### src/rtl/hub75_rx_pkg.sv
// hub75_rx_pkg
// Shared definitions for the HUB75 receiver: drain FSM encoding, default
// image geometry and the HUB75 field widths.
package hub75_rx_pkg;

    // Default image geometry: two chained 64-column panels.
    localparam int DEF_PANEL_WIDTH    = 64;
    localparam int DEF_NUM_PANELS     = 2;
    localparam int DEF_IMG_WIDTH      = DEF_PANEL_WIDTH * DEF_NUM_PANELS;
    localparam int DEF_IMG_WIDTH_LOG2 = 7;

    // HUB75 field widths.
    localparam int RGB_W = 3;          // {r,g,b} per half
    localparam int ROW_W = 4;          // row address
    localparam int PIX_W = 2 * RGB_W;  // {rgb1, rgb2}

    // Drain FSM states.
    typedef enum logic [1:0] {
        ST_IDLE  = 2'd0,
        ST_DRAIN = 2'd1,
        ST_DONE  = 2'd2
    } drain_state_t;

endpackage

### src/rtl/hub75_rx_sync.sv
// hub75_sync
// Two-flop synchronizer for one HUB75 bundle (a strobe plus its data bits)
// followed by a rising-edge detector on the synchronized strobe. Strobe and
// data go through identical flop chains so the data seen in the edge cycle
// is the data that was stable on the wire when the strobe rose.
//
// Ports:
//   clk_in    system clock
//   rst       asynchronous active-low reset
//   strobe    asynchronous strobe (sclk or lat)
//   data      asynchronous data bits travelling with the strobe
//   data_sync synchronized data bits
//   rise      one-cycle pulse on a rising edge of the synchronized strobe
module hub75_sync #(
    parameter int DW = 1
) (
    input  logic          clk_in,
    input  logic          rst,
    input  logic          strobe,
    input  logic [DW-1:0] data,
    output logic [DW-1:0] data_sync,
    output logic          rise
);

    logic [DW-1:0] data_meta;
    logic          strobe_meta;
    logic          strobe_sync;
    logic          strobe_prev;

    always_ff @(posedge clk_in or negedge rst) begin
        if (!rst) begin
            data_meta   <= '0;
            data_sync   <= '0;
            strobe_meta <= 1'b0;
            strobe_sync <= 1'b0;
            strobe_prev <= 1'b0;
        end else begin
            data_meta   <= data;
            data_sync   <= data_meta;
            strobe_meta <= strobe;
            strobe_sync <= strobe_meta;
            strobe_prev <= strobe_sync;
        end
    end

    assign rise = strobe_sync & ~strobe_prev;

endmodule

### src/rtl/hub75_rx.sv
// hub75_rx
// HUB75 panel-chain receiver. Pixels shifted in on sclk are written into a
// capture buffer; a latch copies the capture buffer into a hold buffer and
// a drain FSM streams the held row out over a valid/ready write port.
// Capture and drain run concurrently since the buffers are separate.
//
// Handshake: a write transfers on a cycle where wr_en & wr_ready are both
// high. While wr_en is high and wr_ready is low, wr_addr and wr_data hold.
//
// Ports:
//   clk_in      system clock (>= 4x sclk)
//   rst         asynchronous active-low reset
//   sclk        HUB75 shift clock (asynchronous)
//   rgb1, rgb2  upper/lower half pixel bits {r,g,b}
//   lat         HUB75 latch
//   led_addr    HUB75 row address
//   wr_en       pixel write valid
//   wr_ready    sink accepts the write this cycle
//   wr_addr     {row, col}
//   wr_data     {rgb1, rgb2}
//   frame_done  one-cycle pulse after the last pixel of row 15 is accepted
//   overrun     sticky: a latch arrived while a row was still draining
//   len_err     sticky: a row had the wrong number of shifts
//   dbg_state   current drain FSM state
module hub75_rx
    import hub75_rx_pkg::*;
#(
    parameter int num_panels     = DEF_NUM_PANELS,
    parameter int panel_width    = DEF_PANEL_WIDTH,
    parameter int img_width      = panel_width * num_panels,
    parameter int img_width_log2 = DEF_IMG_WIDTH_LOG2
) (
    input  logic                      clk_in,
    input  logic                      rst,
    input  logic                      sclk,
    input  logic [2:0]                rgb1,
    input  logic [2:0]                rgb2,
    input  logic                      lat,
    input  logic [3:0]                led_addr,
    output logic                      wr_en,
    input  logic                      wr_ready,
    output logic [img_width_log2+3:0] wr_addr,
    output logic [5:0]                wr_data,
    output logic                      frame_done,
    output logic                      overrun,
    output logic                      len_err,
    output logic [1:0]                dbg_state
);

    localparam int AW = img_width_log2;
    localparam int CW = img_width_log2 + 1;  // col_cnt must reach img_width

    // Synchronized bundles.
    logic [PIX_W-1:0] s_pix;
    logic             s_rise;
    logic [ROW_W-1:0] l_addr;
    logic             l_rise;

    hub75_sync #(.DW(PIX_W)) u_sync_shift (
        .clk_in    (clk_in),
        .rst       (rst),
        .strobe    (sclk),
        .data      ({rgb1, rgb2}),
        .data_sync (s_pix),
        .rise      (s_rise)
    );

    hub75_sync #(.DW(ROW_W)) u_sync_latch (
        .clk_in    (clk_in),
        .rst       (rst),
        .strobe    (lat),
        .data      (led_addr),
        .data_sync (l_addr),
        .rise      (l_rise)
    );

    // Capture side.
    logic [CW-1:0]    col_cnt;
    logic [CW-1:0]    cnt_after;
    logic             shift_store;
    logic             latch_take;
    logic [PIX_W-1:0] cap_buf  [img_width];
    logic [PIX_W-1:0] hold_buf [img_width];

    // Drain side.
    drain_state_t     state, state_n;
    logic [AW-1:0]    idx, idx_n;
    logic [ROW_W-1:0] row, row_n;

    assign shift_store = s_rise && (col_cnt < CW'(img_width));
    assign latch_take  = l_rise && (state == ST_IDLE);
    // Column count including a shift landing in the same cycle as the latch.
    assign cnt_after   = shift_store ? col_cnt + 1'b1 : col_cnt;

    always_ff @(posedge clk_in or negedge rst) begin
        if (!rst) begin
            col_cnt <= '0;
            overrun <= 1'b0;
            len_err <= 1'b0;
        end else begin
            if (s_rise && !shift_store)
                len_err <= 1'b1;
            if (l_rise) begin
                col_cnt <= '0;
                if (state == ST_IDLE) begin
                    if (cnt_after != CW'(img_width))
                        len_err <= 1'b1;
                end else begin
                    overrun <= 1'b1;
                end
            end else if (shift_store) begin
                col_cnt <= col_cnt + 1'b1;
            end
        end
    end

    // Buffers carry no reset. The hold copy folds in a pixel arriving in
    // the latch cycle so that pixel is part of the latched row.
    always_ff @(posedge clk_in) begin
        if (shift_store)
            cap_buf[col_cnt[AW-1:0]] <= s_pix;
        if (latch_take) begin
            for (int i = 0; i < img_width; i++) begin
                hold_buf[i] <= (shift_store && col_cnt[AW-1:0] == AW'(i))
                               ? s_pix : cap_buf[i];
            end
        end
    end

    // Drain FSM state register.
    always_ff @(posedge clk_in or negedge rst) begin
        if (!rst) begin
            state <= ST_IDLE;
            idx   <= '0;
            row   <= '0;
        end else begin
            state <= state_n;
            idx   <= idx_n;
            row   <= row_n;
        end
    end

    // Drain FSM next state and outputs. Outputs are zero outside DRAIN so
    // a reset immediately silences the write port.
    always_comb begin
        state_n    = state;
        idx_n      = idx;
        row_n      = row;
        wr_en      = 1'b0;
        wr_addr    = '0;
        wr_data    = '0;
        frame_done = 1'b0;
        case (state)
            ST_IDLE: begin
                if (latch_take) begin
                    state_n = ST_DRAIN;
                    idx_n   = '0;
                    row_n   = l_addr;
                end
            end
            ST_DRAIN: begin
                wr_en   = 1'b1;
                wr_addr = {row, idx};
                wr_data = hold_buf[idx];
                if (wr_ready) begin
                    if (idx == AW'(img_width - 1))
                        state_n = ST_DONE;
                    else
                        idx_n = idx + 1'b1;
                end
            end
            ST_DONE: begin
                frame_done = (row == 4'hF);
                state_n    = ST_IDLE;
            end
            default: state_n = ST_IDLE;
        endcase
    end

    assign dbg_state = state;

endmodule
### config.mk
export PLATFORM = sky130hd
export DESIGN_NAME = hub75_rx
export DESIGN_NICKNAME = d
export VERILOG_FILES = /design/src/rtl/hub75_rx_pkg.sv /design/src/rtl/hub75_rx_sync.sv /design/src/rtl/hub75_rx.sv
export SDC_FILE = /design/constraint.sdc
export NUM_CORES = 2
export LEC_CHECK = 0
export CAP_MARGIN = 10
export CORE_MARGIN = 8
export CORE_UTILIZATION = 54
export DETAILED_ROUTE_END_ITERATION = 7
export GPL_TIMING_DRIVEN = 0
export PLACE_DENSITY = 0.81
export RECOVER_POWER = 25
export SYNTH_ARGS = -nofsm -noshare
export SYNTH_HDL_FRONTEND = slang
export SYNTH_SLANG_ARGS = --single-unit
### constraint.sdc
create_clock -name clk_in -period 27.4 [get_ports clk_in]
set_input_delay 5.48 -clock clk_in [delete_from_list [all_inputs] [get_ports clk_in]]
set_output_delay 5.48 -clock clk_in [all_outputs]
set_load 0.02 [all_outputs]
# Word level (Yosys, flattened, before mapping)
# Memory sizes are Yosys's and may differ from the RTL's.
# Index checks and enable logic that the tools add are counted.
classes:
  eq_ne: 136
  n_mux: 150
  n_bitwise: 5
  magnitude_cmp: 1
  n_reduce_logical: 139
  addsub: 2
ops:
  columns: ["operator", "n"]
  rows:
  - ["6-bit 2-to-1 mux", 129]
  - ["7-bit equality test, second input constant", 65]
  - ["7-bit by 6-bit equality test with 1-bit output, second input constant", 32]
  - ["1-bit logical AND", 131]
  - ["7-bit by 5-bit equality test with 1-bit output, second input constant", 16]
  - ["7-bit by 4-bit equality test with 1-bit output, second input constant", 8]
  - ["7-bit by 3-bit equality test with 1-bit output, second input constant", 4]
  - ["7-bit 2-to-1 mux", 3]
  - ["8-bit 2-to-1 mux", 2]
  - ["7-bit by 2-bit equality test with 1-bit output, second input constant", 2]
  - ["7-bit case mux with 2 select lines", 1]
  - ["11-bit 2-to-1 mux", 1]
  - ["1-bit 2-to-1 mux", 10]
  - ["8-bit by 1-bit adder with 8-bit output, second input constant", 1]
  - ["8-bit less-than comparator, second input constant", 1]
  - ["2-bit inequality test, second input constant", 4]
  - ["8-bit inequality test, second input constant", 1]
  - ["7-bit by 1-bit adder with 7-bit output, second input constant", 1]
  - ["7-bit by 1-bit equality test with 1-bit output, second input constant", 1]
  - ["7-bit logical NOT", 1]
  - ["2-bit 2-to-1 mux", 3]
  - ["4-bit equality test, second input constant", 1]
  - ["2-bit case mux with 2 select lines", 1]
  - ["2-bit AND reduction", 2]
  - ["9 further kinds", 12]
totals:
  ramBits: 1536
  mem_count: 2
  wordCells: 451
  register_bits: 49
  out_inout_bits: 23
  in_bits: 15
memory_table:
  columns: ["memory", "depth", "word_bits", "read_ports", "rd_clocked_by_memory_dff", "write_ports", "line", "rtl"]
  rows:
  - ["cap_buf", 128, 6, 128, 0, 1, "hub75_rx.sv:82", "logic [PIX_W-1:0] cap_buf [img_width];"]
  - ["hold_buf", 128, 6, 1, 0, 128, "hub75_rx.sv:83", "logic [PIX_W-1:0] hold_buf [img_width];"]

# Longest topological paths before layout
logic_depth:
  ltp_word: 9
  depth_mapped: 10

# By module
# Synthesis repeated with hierarchy kept, for this count alone.
hier_totals:
  hier_cells: 3503
  area_unflattened_um2: 64938.5
modules_own_cells:
  columns: ["module", "seq_area_each_um2", "instances", "area_per_inst_um2", "cells_each"]
  rows:
  - ["hub75_rx", 46699.8, 1, 64260.4, 3475]
  - ["hub75_sync at u_sync_shift", 375.4, 1, 389.1, 16]
  - ["hub75_sync at u_sync_latch", 275.3, 1, 289.0, 12]

# Worst setup path before layout
# Ideal clock, no wire load.
synth_path:
  path_type: "register to register"
  start: "register state[0] (netlist: dbg_state[0])"
  end: "register len_err"
  path_slack_ps: 2443
  arrival_ps: 24794
  t_required_ps: 27237
  period_less_slack_ps: 24957
  path_stages_with_launch: 5
  cell_sequence: "dfrtp_1 > nor3_1 > clkbuf_1 > o221ai_1 > nand3_1"
synth_between:
  elab_chain_len: 3
synth_lines:
  columns: ["element", "line", "rtl"]
  rows:
  - ["start, declared", "hub75_rx.sv:86", "drain_state_t state, state_n;"]
  - ["start signal, assigned", "hub75_rx.sv:137", "state <= state_n;"]
  - ["2-bit logical NOT", "hub75_rx.sv:105", "if (state == ST_IDLE) begin"]
  - ["1-bit 2-to-1 mux", "hub75_rx.sv:105", null]
  - ["1-bit 2-to-1 mux", "hub75_rx.sv:103", "if (l_rise) begin"]
  - ["end signal, assigned", "hub75_rx.sv:99", "len_err <= 1'b0;"]
  - ["end signal, assigned", "hub75_rx.sv:102", "len_err <= 1'b1;"]
  - ["end signal, assigned", "hub75_rx.sv:107", "len_err <= 1'b1;"]
  - ["end, declared", "hub75_rx.sv:46", "output logic len_err,"]
# No other way between the ends.
# A chain may end at the register's enable or synchronous reset.

# Worst setup path after layout
layout_path:
  start: "register idx[1]"
  end: "output wr_data[4]"
layout_between:
  elab_chain_len: 2
layout_lines:
  columns: ["element", "line", "rtl"]
  rows:
  - ["start, declared", "hub75_rx.sv:87", "logic [AW-1:0] idx, idx_n;"]
  - ["start signal, assigned", "hub75_rx.sv:138", "idx <= idx_n;"]
  - ["memory read 128 x 6 bit", null, null]
  - ["6-bit 2-to-1 mux", "hub75_rx.sv:153", "case (state)"]
  - ["end, declared", "hub75_rx.sv:43", "output logic [5:0] wr_data,"]
# No other way between the ends.

==> results.cfg <==
[route]
routed_wl_um = 188000
met1Wirelength_um = 63800
wl_met3_um = 26000
drt_iter0_drc = 5902
avgViaCountPerCell = 6.62
wl_per_cell_um = 34.5
ant_nets = 0
dr_wl_met2_um = 84700
top_layer = met5
drt_pre_antenna_iters = 8
drc = 0
vias = 36100

[final_layout]
layout-drive-gt1-share_pct = 32.5
nets = 3731
layout_commonest_cell = edfxtp_1
area_growth_pct = 12.3
multiInputGateArea_um2 = 16600
regArea_um2 = 47400
final_cell_mix = edfxtp_1, mux2_2, nor2_1
nFillCells = 8031

[min_path]
min_path_type = flip-flop to flip-flop
hold_depth = 0

[yosys]
synthTopCellsByArea = edfxtp_1, mux2_2, mux4_2
synth_cells = 3480
ys_ff_latch = 1585
synthFlopType = edfxtp_1
async_reset_ff_share_pct = 3.09
synth_enable_flop_cells = 1536
ys_warn_count = 0
synth_area_um2 = 64900
synth_top_area_share_pct = 71.1
synth_top_cell_by_area = edfxtp_1
ys_seq_area_share_pct = 73.0
synth_cell_type_count = 56
syn_nets = 3500
syn_area_per_cell_um2 = 18.7

[setup_path]
crit_type = flip-flop to output pin
cp_max_fo = 11
r2r_setup_slack_ns = 19.49
cp.required_ns = 21.92
cp-end-kind = output pin
cp-start-kind = flip-flop
worst-r2r-cell-count = 5
worstPathArrival_ns = 5.56

[clock_tree]
cts_buffers = 154
post_cts_buffers = 0
postCtsResizedCells = 0
cts.sinks = 1585
cts_tree = done
path_clk_slew_ns = 0.06
holdBufCountCts = 0
h-tree-depth = 4
clock-root-buffer = clkbuf_16
cts.path.max_buffers = 3
worstSkewPairLatency_ns = 0.76

[timing]
slew_violations = 818
holdWs_ns = 0.344
finalClockSkew_ns = 0.0281
finalCritPeriodShare_pct = 40.3
slew-limit-headroom_pct = -192
hold_viol_final = 0
grt_setup_unrepaired = no
fmax_mhz = 90.6
setup_viol = 0
tightest_slew_ns = 4.38
period_needed_ns = 11.04

[power_and_ir_drop]
irDropWorstVdd_v = 0.0000586
power_density_nw_per_um2 = 81.5
p_leak_uw = 0.0234
p_int_uw = 4230
p_switching_uw = 1710
seqPwrFrac_pct = 45.8
swShare_pct = 28.7
combPwrFrac_pct = 19.1
power_uw = 5940
clockPowerShare_pct = 35.2

[run_status]
outcome = finished with violations
violations = capacitance limit, slew limit

[grt]
grtUsageTotal_pct = 28.0
antenna_found_initial = 6
grt_max_degree = 76
grt_pass1_wl_um = 261000
grt_pass1_vias = 35100
grt_overflow = 0

[placed_design]
hpwl_um = 126000
io_buffers = 37
globalplace.congestion = 1.04

[floorplan]
die_x_um = 363
rows = 127
pin_count = 38
coreArea_um2 = 120000
die_area_um2 = 132000
die_y_um = 363
start_util_pct = 54.2

[flow_run]
max-cap-violations = 14
## area by class of cell
| cell class | instances | share of cell area (%) |
|---|---|---|
| Tap cell | 1612 | 2.77 |
| Multi-Input combinational cell | 1697 | 22.8 |
| Clock buffer | 199 | 5.59 |
| Clock inverter | 77 | 1.08 |
| Timing Repair Buffer | 75 | 1.43 |
| Inverter | 8 | 0.0412 |
| Buffer | 190 | 1.29 |
| Antenna cell | 6 | 0.0206 |
| Sequential cell | 1585 | 65.0 |
## worst paths after layout
| check | from | end |
|---|---|---|
| setup / recovery | idx[1] | wr_data[4] |
| min in group asynchronous | rst | col_cnt[7] |
| max in group asynchronous | rst | row[0] |
| hold / removal | u_sync_latch.data_meta[1] | u_sync_latch.data_sync[1] |
| hold reg to reg | u_sync_latch.data_meta[1] | u_sync_latch.data_sync[1] |
| setup reg to reg | u_sync_shift.data_sync[5] | hold_buf[9][5] |
## metal layers
metal	up-vias	global-route usage, %
met5	-	0
met4	2	17.0
met3	612	8.92
met2	2885	42.5
met1	18300	35.3
li1	14300	-
## logic make-up (layout without fill, tap and decap cells)
| kind of cell | count (synthesis) | after routing | synth area share (%) |
|---|---|---|---|
| buffers and inverters | 198 | 549 | 1.48 |
| AOI/OAI and AO/OA | 161 | 161 | 1.71 |
| and+or+nand+nor | 469 | 469 | 3.17 |
| other | 0 | 6 | 0 |
| DFF | 1585 | 1585 | 73.0 |
| xor gates and xnor gates | 8 | 8 | 0.108 |
| adders and majority gates | 5 | 5 | 0.0964 |
| muxes | 1054 | 1054 | 20.5 |
## cell usage after synthesis, types with 4 or more instances
master and number:
edfxtp_1 1536, mux2_2 789, nor2_1 210, nand2_1 147
mux4_2 140, mux2i_1 124, clkbuf_1 123, dfrtp_1 49
o21ai_0 27, buf_2 26, o22ai_1 23, nand3_1 22
a21oi_1 21, and2_1 18, o221ai_1 17, buf_6 16
buf_4 15, nor2b_1 12, o211ai_1 12, nor3_1 11
a211oi_1 10, buf_1 9, a22o_1 8, a22oi_1 8
inv_1 8, nand2b_1 8, nand4_1 8, and3_1 7
a211o_1 6, a221oi_1 6, nor4_1 6, ha_1 5
nand3b_1 5, xor2_1 5, a32oi_1 4, nor3_2 4
o21ai_1 4
## worst max-delay path, stage by stage (launching register included)
cell and delay, ns:
dfrtp_1 0.38, buf_4 0.32, buf_4 0.40, buf_4 0.33
buf_4 0.36, inv_1 0.11, nand2_1 0.38, o22ai_1 0.20
a221oi_1 0.72, o21ai_0 0.22, o211ai_1 0.59, clkdlybuf4s50_1 0.74
## state kept, by name, indices dropped and copies added, names as in the netlist
signal / cells
cap_buf: 768
col_cnt: 8
dbg_state: 2
hold_buf: 768
idx: 7
len_err: 1
overrun: 1
row: 4
u_sync_latch.data_meta: 4
u_sync_latch.data_sync: 4
u_sync_latch.strobe_meta: 1
u_sync_latch.strobe_prev: 1
u_sync_latch.strobe_sync: 1
u_sync_shift.data_meta: 6
u_sync_shift.data_sync: 6
u_sync_shift.strobe_meta: 1
u_sync_shift.strobe_prev: 1
u_sync_shift.strobe_sync: 1
## per-stage QoR
stage	util, %	cell area (um2)	instances	setup TNS (ns)	setup WS [ns]
after floorplan	-	64900	3480	0	2.44
after global placement	56.2	67300	5129	-3583.21	-7.73
after detailed placement	57.0	68200	5165	0	17.38
after CTS	61.1	73100	5441	0	16.57
after global routing	60.9	72900	5443	0	16.50
final	60.9	72900	5449	0	16.36
## power groups by stage
stage | clock network, uW | logic [uW] | registers, uW
3_3_place_gp | 0 | 1050 | 2860
2_1_floorplan | 0 | 563 | 2810
4_1_cts | 2090 | 1090 | 2720
5_1_grt | 2180 | 1130 | 2720
3_5_place_dp | 0 | 1080 | 2770
6_report | 2090 | 1130 | 2720
No activity file was read; power rests on OpenSTA's default activity.
